**src/rtl/hazard_ctrl.sv**
```systemverilog
`default_nettype none
// ============================================================================
//  Module      : hazard_ctrl
//  Description : Pipeline hazard controller for the 5-stage RV32 core.
//                Generates stall/flush strobes for the IF/ID, ID/EX, EX/MEM
//                and MEM/WB registers, selects EX operand forwarding, holds
//                EX for multi-cycle ALU ops and for slow data memory, and
//                flags a sticky error when a memory wait runs too long.
//  Revision    : 1.0 - initial release
// ============================================================================
module hazard_ctrl #(
  parameter int MC_LAT      = 4,    // total EX-occupancy cycles of a multi-cycle op
  parameter int MEM_TIMEOUT = 255   // max consecutive memory-wait cycles
) (
  input  logic       clk,
  input  logic       rst_n,
  input  logic [4:0] i_Rs1D,
  input  logic [4:0] i_Rs2D,
  input  logic [4:0] i_Rs1E,
  input  logic [4:0] i_Rs2E,
  input  logic [4:0] i_RdE,
  input  logic [1:0] i_resultSrcE,
  input  logic       i_pcSrcE,
  input  logic       i_mcStartE,
  input  logic [4:0] i_RdM,
  input  logic [4:0] i_RdW,
  input  logic       i_regWriteM,
  input  logic       i_regWriteW,
  input  logic       i_memReqM,
  input  logic       i_memReadyM,
  output logic       o_stallF,
  output logic       o_stallD,
  output logic       o_stallE,
  output logic       o_stallM,
  output logic       o_flushD,
  output logic       o_flushE,
  output logic       o_flushM,
  output logic       o_flushW,
  output logic [1:0] o_forwardAE,
  output logic [1:0] o_forwardBE,
  output logic       o_memErr
);

  // Counter widths: the multi-cycle counter holds up to MC_LAT-2, the memory
  // wait counter saturates at MEM_TIMEOUT.
  localparam int c_MC_W  = $clog2(MC_LAT) + 1;
  localparam int c_MEM_W = $clog2(MEM_TIMEOUT + 1);

  // MC_LAT==1 means the op fits in a single EX cycle, so the FSM never engages.
  localparam bit                 c_MC_EN    = (MC_LAT > 1);
  localparam logic [c_MC_W-1:0]  c_MC_LOAD  = c_MC_W'((MC_LAT > 1) ? (MC_LAT - 2) : 0);
  localparam logic [c_MEM_W-1:0] c_MEM_LAST = c_MEM_W'(MEM_TIMEOUT - 1);
  localparam logic [c_MEM_W-1:0] c_MEM_MAX  = c_MEM_W'(MEM_TIMEOUT);

  localparam logic [0:0] c_ST_IDLE = 1'b0;
  localparam logic [0:0] c_ST_BUSY = 1'b1;

  logic [0:0]         r_mcState;
  logic [c_MC_W-1:0]  r_mcCnt;
  logic [c_MEM_W-1:0] r_memCnt;
  logic               r_memErr;

  logic [0:0]         w_mcStateNxt;
  logic [c_MC_W-1:0]  w_mcCntNxt;
  logic               w_mcStall;
  logic               w_memStall;
  logic               w_lwStall;
  logic               w_fwdAM;
  logic               w_fwdAW;
  logic               w_fwdBM;
  logic               w_fwdBW;

  assign w_memStall = i_memReqM && !i_memReadyM;

  // A load in EX whose destination is read by the instruction in ID.
  assign w_lwStall = (i_resultSrcE == 2'b01) && (i_RdE != 5'd0) &&
                     ((i_RdE == i_Rs1D) || (i_RdE == i_Rs2D));

  assign w_fwdAM = i_regWriteM && (i_RdM != 5'd0) && (i_RdM == i_Rs1E);
  assign w_fwdAW = i_regWriteW && (i_RdW != 5'd0) && (i_RdW == i_Rs1E);
  assign w_fwdBM = i_regWriteM && (i_RdM != 5'd0) && (i_RdM == i_Rs2E);
  assign w_fwdBW = i_regWriteW && (i_RdW != 5'd0) && (i_RdW == i_Rs2E);

  // Multi-cycle FSM next-state: the start cycle counts as the first stall
  // cycle, and the final (count zero) cycle releases EX. A memory stall
  // freezes both the count and the state so no EX cycle is lost.
  always_comb begin
    w_mcStall    = 1'b0;
    w_mcStateNxt = r_mcState;
    w_mcCntNxt   = r_mcCnt;
    if (r_mcState == c_ST_IDLE) begin
      if (i_mcStartE && c_MC_EN && !w_memStall) begin
        w_mcStall    = 1'b1;
        w_mcStateNxt = c_ST_BUSY;
        w_mcCntNxt   = c_MC_LOAD;
      end
    end else begin
      if (r_mcCnt != '0) begin
        w_mcStall = 1'b1;
        if (!w_memStall) begin
          w_mcCntNxt = r_mcCnt - c_MC_W'(1);
        end
      end else if (!w_memStall) begin
        w_mcStateNxt = c_ST_IDLE;
      end
    end
  end

  // Multi-cycle FSM state register.
  always_ff @(posedge clk or negedge rst_n) begin
    if (!rst_n) begin
      r_mcState <= c_ST_IDLE;
      r_mcCnt   <= '0;
    end else begin
      r_mcState <= w_mcStateNxt;
      r_mcCnt   <= w_mcCntNxt;
    end
  end

  // Memory wait counter (saturating) and sticky timeout error.
  always_ff @(posedge clk or negedge rst_n) begin
    if (!rst_n) begin
      r_memCnt <= '0;
      r_memErr <= 1'b0;
    end else if (w_memStall) begin
      if (r_memCnt != c_MEM_MAX) begin
        r_memCnt <= r_memCnt + c_MEM_W'(1);
      end
      if (r_memCnt == c_MEM_LAST) begin
        r_memErr <= 1'b1;
      end
    end else begin
      r_memCnt <= '0;
    end
  end

  // Prioritised stall/flush decode plus forwarding selects; everything is
  // forced low while reset is asserted, independent of the clock.
  always_comb begin
    o_stallF    = 1'b0;
    o_stallD    = 1'b0;
    o_stallE    = 1'b0;
    o_stallM    = 1'b0;
    o_flushD    = 1'b0;
    o_flushE    = 1'b0;
    o_flushM    = 1'b0;
    o_flushW    = 1'b0;
    o_forwardAE = 2'b00;
    o_forwardBE = 2'b00;
    if (rst_n) begin
      if (w_fwdAM)      o_forwardAE = 2'b10;
      else if (w_fwdAW) o_forwardAE = 2'b01;
      if (w_fwdBM)      o_forwardBE = 2'b10;
      else if (w_fwdBW) o_forwardBE = 2'b01;

      if (w_memStall) begin
        // Freeze everything up to MEM; WB receives a bubble.
        o_stallF = 1'b1;
        o_stallD = 1'b1;
        o_stallE = 1'b1;
        o_stallM = 1'b1;
        o_flushW = 1'b1;
      end else if (w_mcStall) begin
        // Hold EX and upstream; MEM receives a bubble.
        o_stallF = 1'b1;
        o_stallD = 1'b1;
        o_stallE = 1'b1;
        o_flushM = 1'b1;
      end else if (i_pcSrcE) begin
        // EX is advancing here, so the resolved redirect takes effect.
        o_flushD = 1'b1;
        o_flushE = 1'b1;
      end else if (w_lwStall) begin
        o_stallF = 1'b1;
        o_stallD = 1'b1;
        o_flushE = 1'b1;
      end
    end
  end

  assign o_memErr = r_memErr;

endmodule
`default_nettype wire

```
**config.mk**
```make
export PLATFORM = sky130hd
export DESIGN_NAME = hazard_ctrl
export DESIGN_NICKNAME = d
export VERILOG_FILES = /design/src/rtl/hazard_ctrl.sv
export SDC_FILE = /design/constraint.sdc
export NUM_CORES = 1
export LEC_CHECK = 0
export BUFFER_PORTS_ARGS = -buffer_cell sky130_fd_sc_hd__clkbuf_2
export CELL_PAD_IN_SITES_DETAIL_PLACEMENT = 0
export CELL_PAD_IN_SITES_GLOBAL_PLACEMENT = 1
export CORE_MARGIN = 8
export CORE_UTILIZATION = 32
export DETAILED_ROUTE_END_ITERATION = 16
export GPL_ROUTABILITY_DRIVEN = 0
export PLACE_DENSITY = 0.82
export SYNTH_ARGS = -nofsm -noshare
export SYNTH_HDL_FRONTEND = slang
export SYNTH_SLANG_ARGS = --single-unit
```
**constraint.sdc**
```tcl
create_clock -name clk -period 1.7 [get_ports clk]
set_input_delay 0.17 -clock clk [delete_from_list [all_inputs] [get_ports clk]]
set_output_delay 0.17 -clock clk [all_outputs]
set_load 0.005 [all_outputs]
```
Word-level counts from Yosys, hierarchy flattened --
Cells that the tools add are included.
Storage, ports and cells: latch bits 0, memories kept 0, bits in read-only memories 0, register bits 13, output and inout port bits 13, memory bits (writable) 0, word-level logic and storage cells 75, input bits 45
Operators by class: magnitude comparators 0, div/mod/pow operators 0, add/subtract/negate cells 2, shift operators 0, bitwise logic cells 0, multiply operators 0, reductions and logical operators 20, multiplexer cells 37, equality and inequality tests 12
Operator list (number):
- 5-bit equality test | 6
- 1-bit two-way mux | 27
- 8-bit two-way mux | 2
- 5-bit nonzero test | 3
- 3-bit two-way mux | 4
- 1-bit logical AND | 10
- 8-bit by 1-bit adder with 8-bit output (second input constant) | 1
- 8-bit equality test (second input constant) | 1
- 2-bit two-way mux | 4
- 8-bit != test (second input constant) | 1
- 2-bit by 1-bit != test with 1-bit output (second input constant) | 2
- 3-bit AND reduction | 1
- 3-bit nonzero test | 1
- 3-bit by 1-bit subtractor with 3-bit output (second input constant) | 1
- 2-bit by 1-bit equality test with 1-bit output (second input constant) | 1
- 1-bit zero test | 2
- 2-bit != test (second input constant) | 1
- 2-bit AND reduction | 1
- 2-bit nonzero test | 1
- 1-bit logical OR | 1

Longest topological paths before layout --
depth in word-level cells 9, depth in mapped cells 8, mapped depth without buffers 7

Worst setup path after synthesis --
No wires, ideal clock.
kind register to output, start point register r_mcCnt[0], end point output o_flushE, buffers on the path 0, required time 1530 ps, setup slack 97 ps, cell stages (with the launch flop) 8, arrival 1433 ps, cells stage by stage dfrtp_1 inv_1 ha_1 ha_1 nand2b_1 nand3_1 or2_2 o31ai_1
On the way: word-level cells in the longest chain between the ends 6
RTL lines:
- from (decl) | line 59 | logic [c_MC_W-1:0] r_mcCnt;
- from (signal assigned) | line 116 | r_mcCnt <= w_mcCntNxt;
- 3-bit nonzero test | line 98 | if (r_mcCnt != '0) begin
- 1-bit two-way mux | line 98
- 1-bit two-way mux | line 91 | if (r_mcState == c_ST_IDLE) begin
- 1-bit two-way mux | line 163 | end else if (w_mcStall) begin
- 1-bit two-way mux | line 156 | if (w_memStall) begin
- 1-bit two-way mux | line 150 | if (rst_n) begin
- to (decl) | line 36 | output logic o_flushE,
Every way passes these cells.

Worst setup path in the final report --
start point register r_mcCnt[1], end point output o_flushE
Same word-level chain as after synthesis.

==> out/qor.txt <==
SYNTH
--------------------------------------------------------------------------------
Register area share after synthesis                                       28.02%
Register bit count reported by yosys                                          13
Warnings, synthesis                                                            0
Synth Flop Type                                                     sky130_fd_sc_hd__dfrtp_1
Number of enable flip-flop cells after synthesis                               0
Post-synthesis net count                                                     182
Count of mapped cells out of synthesis                                       133
Per-instance average area after synthesis                              8.730 µm²
Post-synthesis instance area                                            1161 µm²
Share of flip-flops with an asynchronous set or reset                     100.0%
Count of distinct cell types in the synthesized netlist                       35

PLACEMENT
--------------------------------------------------------------------------------
Detailed placer's ending HPWL                                            2708 µm
Post-Place Setup Slack                                                  16.45 ps
Post-detailed-placement cell area                                       1533 µm²
Number of buffer cells added on primary ports                                 57

GLOBAL ROUTING
--------------------------------------------------------------------------------
Number of global-route vias before repair                                   1240
Met1 demand-to-capacity share in global routing                           13.56%
Global routing usage on met3                                              3.420%
Busiest layer in global routing                                             met2
Tot GR Track Use                                                          11.30%
Largest net degree at the start of global routing                             13
Number of antenna violations at the first check in global routing              0
Wire length of the first global-routing pass                             5637 µm
Met2 usage in global routing                                              18.77%
Global route total overflow                                                    0

FLOORPLANNING
--------------------------------------------------------------------------------
Die outline width                                                       76.24 µm
Core area                                                               3578 µm²
Initial standard-cell utilization of the core                             32.45%
Io pins                                                                       58
Std cell rows                                                                 22
Die span in y                                                           76.24 µm
Die footprint                                                           5812 µm²

FINISH
--------------------------------------------------------------------------------
Share of post-route cells with drive strength above 1                     41.58%
Ant diodes                                                                     0
P&R area growth vs syn                                                    46.12%
Final design instance area without fill                                 1697 µm²
Layout net count                                                             252
Core Util, Final                                                          47.41%

CTS
--------------------------------------------------------------------------------
Clock insertion delay at the later pin of the skew report                 270 ps
Number of buffers added by the clock tree synthesis step                       3
Maximum level of the CTS H-tree                                                1
Clock root buffer master                                            sky130_fd_sc_hd__clkbuf_4
CTS sink count                                                                13
TritonCTS clock tree                                                         yes
Clock slew at reported path FFs                                            80 ps
Maximum clock insertion buffer count                                           2

ROUTING
--------------------------------------------------------------------------------
Detailed-route via count                                                    1211
Count of nets left with antenna violations after detail routing                0
DRC violation total after the first TritonRoute iteration                     20
Final wirelength                                                         3404 µm
Residual DRC count                                                             0
Via density                                                                4.844
Average routed wire per standard cell                                   13.62 µm
Length of the first detailed-routing pass in iterations                        4

STA
--------------------------------------------------------------------------------
Final setup skew                                                       0.8611 ps
Post-route setup slack                                                 -123.4 ps
Relative slew slack                                                       67.79%
Post-route fraction of the period consumed by the critical path           107.3%
Worst hold slack                                                        199.3 ps
# setup viols final                                                            5
Hold violation total from the final report                                     0
Pin slew with the least headroom to its limit                           478.1 ps
Setup repair after global routing missed its margin                         true
Number of slew-limit violations in the final report                            0
Fmax                                                                   548.4 MHz
Clock period minus final worst setup slack                               1823 ps

SETUP PATH
--------------------------------------------------------------------------------
R2R setup slack                                                           240 ps
Capture point of the critical path                                      o_flushE
Worst endpoint required time                                             1530 ps
Startpoint kind of the worst setup timing path                          register
Critical Path Start                                                   r_mcCnt[1]
Highest net fanout along the worst path                                        3
CP arrival                                                               1650 ps
RR Endpoint                                                          r_memCnt[1]
Depth of the most critical reg-to-reg path                                     5
CP Class                                                                 reg2out
Startpoint of the worst register-to-register path                    r_memCnt[0]
Worst Setup End Kind                                                primary output

OUTCOME
--------------------------------------------------------------------------------
Failing checks                                                      negative setup slack
Run status                                                          complete, but fails checks

POWER
--------------------------------------------------------------------------------
Maximum VDD drop                                                       0.5909 mV
Power Dens Cells                                                    740.7 nW/µm²
Leak Pwr                                                               0.8055 nW

RUN
--------------------------------------------------------------------------------
Count of maximum capacitance violations                                        0

WORST HOLD PATH
--------------------------------------------------------------------------------
Class of the most critical hold timing path                               in2reg

==> sequential cells by signal (all words and copies together) (netlist names) <==
name and cells:
r_mcState 1, r_memCnt 8, r_mcCnt 3, o_memErr 1
==> area by class of cell <==
class                           instances  area (µm²)
Fill cell                             352        1882
Sequential cell                        13       325.3
Tap cell                               48       60.06
Inverter                                6       22.52
Clock buffer                            4       26.28
Multi-Input combinational cell        111       887.1
Timing Repair Buffer                   68       375.4
==> repair_timing <==
item,CTS,global route
endpoints found under the hold margin,4,0
pin swaps,2,4
hold buffers,3,0
setup endpoints to repair,5,7
resized for setup,15,6
buffers inserted,2,0
==> critical path: stages, from the launching register on <==
cell and delay (ps):
sky130_fd_sc_hd__dfrtp_1 390, sky130_fd_sc_hd__inv_2 80, sky130_fd_sc_hd__ha_4 140, sky130_fd_sc_hd__ha_4 120, sky130_fd_sc_hd__nand2b_4 130, sky130_fd_sc_hd__nand3_4 80, sky130_fd_sc_hd__or2_4 240, sky130_fd_sc_hd__o31ai_2 50
sky130_fd_sc_hd__buf_2 150
==> power by group <==
part / internal, mW / switching, mW / total [mW]
combinational: 0.350 / 0.308 / 0.658
sequential: 0.356 / 0.0481 / 0.404
clock: 0.0909 / 0.103 / 0.194
==> cells in the mapped netlist, types with 2 or more instances <==
cell type	n	area share (%)
sky130_fd_sc_hd__a211oi_1	2	1.3
sky130_fd_sc_hd__a21oi_1	3	1.3
sky130_fd_sc_hd__a22o_1	2	1.5
sky130_fd_sc_hd__a22oi_1	2	1.3
sky130_fd_sc_hd__a31oi_1	5	2.7
sky130_fd_sc_hd__and2_1	3	1.6
sky130_fd_sc_hd__and3_1	2	1.1
sky130_fd_sc_hd__buf_4	2	1.3
sky130_fd_sc_hd__dfrtp_1	13	28
sky130_fd_sc_hd__ha_1	4	4.3
sky130_fd_sc_hd__inv_1	6	1.9
sky130_fd_sc_hd__nand2_1	9	2.9
sky130_fd_sc_hd__nand2b_1	3	1.6
sky130_fd_sc_hd__nand3_1	5	2.2
sky130_fd_sc_hd__nand4_1	3	1.6
sky130_fd_sc_hd__nor2_1	6	1.9
sky130_fd_sc_hd__nor3_1	3	1.3
sky130_fd_sc_hd__nor4_1	2	1.1
sky130_fd_sc_hd__nor4_2	2	2.2
sky130_fd_sc_hd__o211ai_1	2	1.3
sky130_fd_sc_hd__o21ai_0	5	2.2
sky130_fd_sc_hd__o31ai_1	3	1.9
sky130_fd_sc_hd__or4_1	4	2.6
sky130_fd_sc_hd__xnor2_1	7	5.3
sky130_fd_sc_hd__xor2_1	25	19
==> worst min-delay path by stage <==
stage	start	end	slack, ps	cells after the start
final	i_mcStartE	r_mcState	200	3
after global routing	i_mcStartE	r_mcState	220	3
after CTS	i_mcStartE	r_mcState	170	3
after detailed placement	rst_n	r_memCnt[6]	130	2
after global placement	rst_n	r_memCnt[6]	130	2
after floorplan	rst_n	o_memErr	-130	0
==> cell families (layout without fill, tap and decap cells) <==
kind of cell | after synthesis | in the layout | share of synthesized area, %
adder cells (fa/ha/maj) | 4 | 4 | 4.311
flip-flops | 13 | 13 | 28.02
AND/OR/NAND/NOR | 48 | 48 | 24.25
buffers and inverters | 9 | 78 | 3.555
XOR/XNOR | 32 | 32 | 24.14
AO/OA/AOI/OAI | 26 | 26 | 14.87
multiplexers | 1 | 1 | 0.8621
==> metal layers <==
metal / share of wire, % / vias up
met5: 0 / -
met3: 6.8 / 2
met1: 45 / 557
li1: - / 619
met2: 48 / 33
met4: 0.35 / 0
==> through the flow <==
stage                     total power, mW  setup TNS [ps]  instances
after floorplan                    0.6966               0        133
after global placement             0.8966               0        241
after detailed placement           0.9010               0        241
after CTS                           1.265          -496.4        250
after global routing                1.357          -795.0        250
final                               1.257          -422.0        250
==> placed cells by master (no fill, tap or decap), types with 3 or more instances in the layout <==
cell	netlist	final
sky130_fd_sc_hd__inv_1	6	4
sky130_fd_sc_hd__clkbuf_2	0	54
sky130_fd_sc_hd__nor2_1	6	6
sky130_fd_sc_hd__dlygate4sd3_1	0	3
sky130_fd_sc_hd__a21oi_1	3	3
sky130_fd_sc_hd__buf_4	2	8
sky130_fd_sc_hd__a31oi_1	5	5
sky130_fd_sc_hd__nand3_1	5	4
sky130_fd_sc_hd__buf_2	0	3
sky130_fd_sc_hd__dfrtp_1	13	13
sky130_fd_sc_hd__and2_1	3	3
sky130_fd_sc_hd__xnor2_1	7	7
sky130_fd_sc_hd__nor3_1	3	3
sky130_fd_sc_hd__nand4_1	3	3
sky130_fd_sc_hd__or4_1	4	3
sky130_fd_sc_hd__xor2_1	25	25
sky130_fd_sc_hd__nand2_1	9	8
sky130_fd_sc_hd__o21ai_0	5	5
sky130_fd_sc_hd__clkbuf_4	0	3
Power figures use the tool's default switching activity.
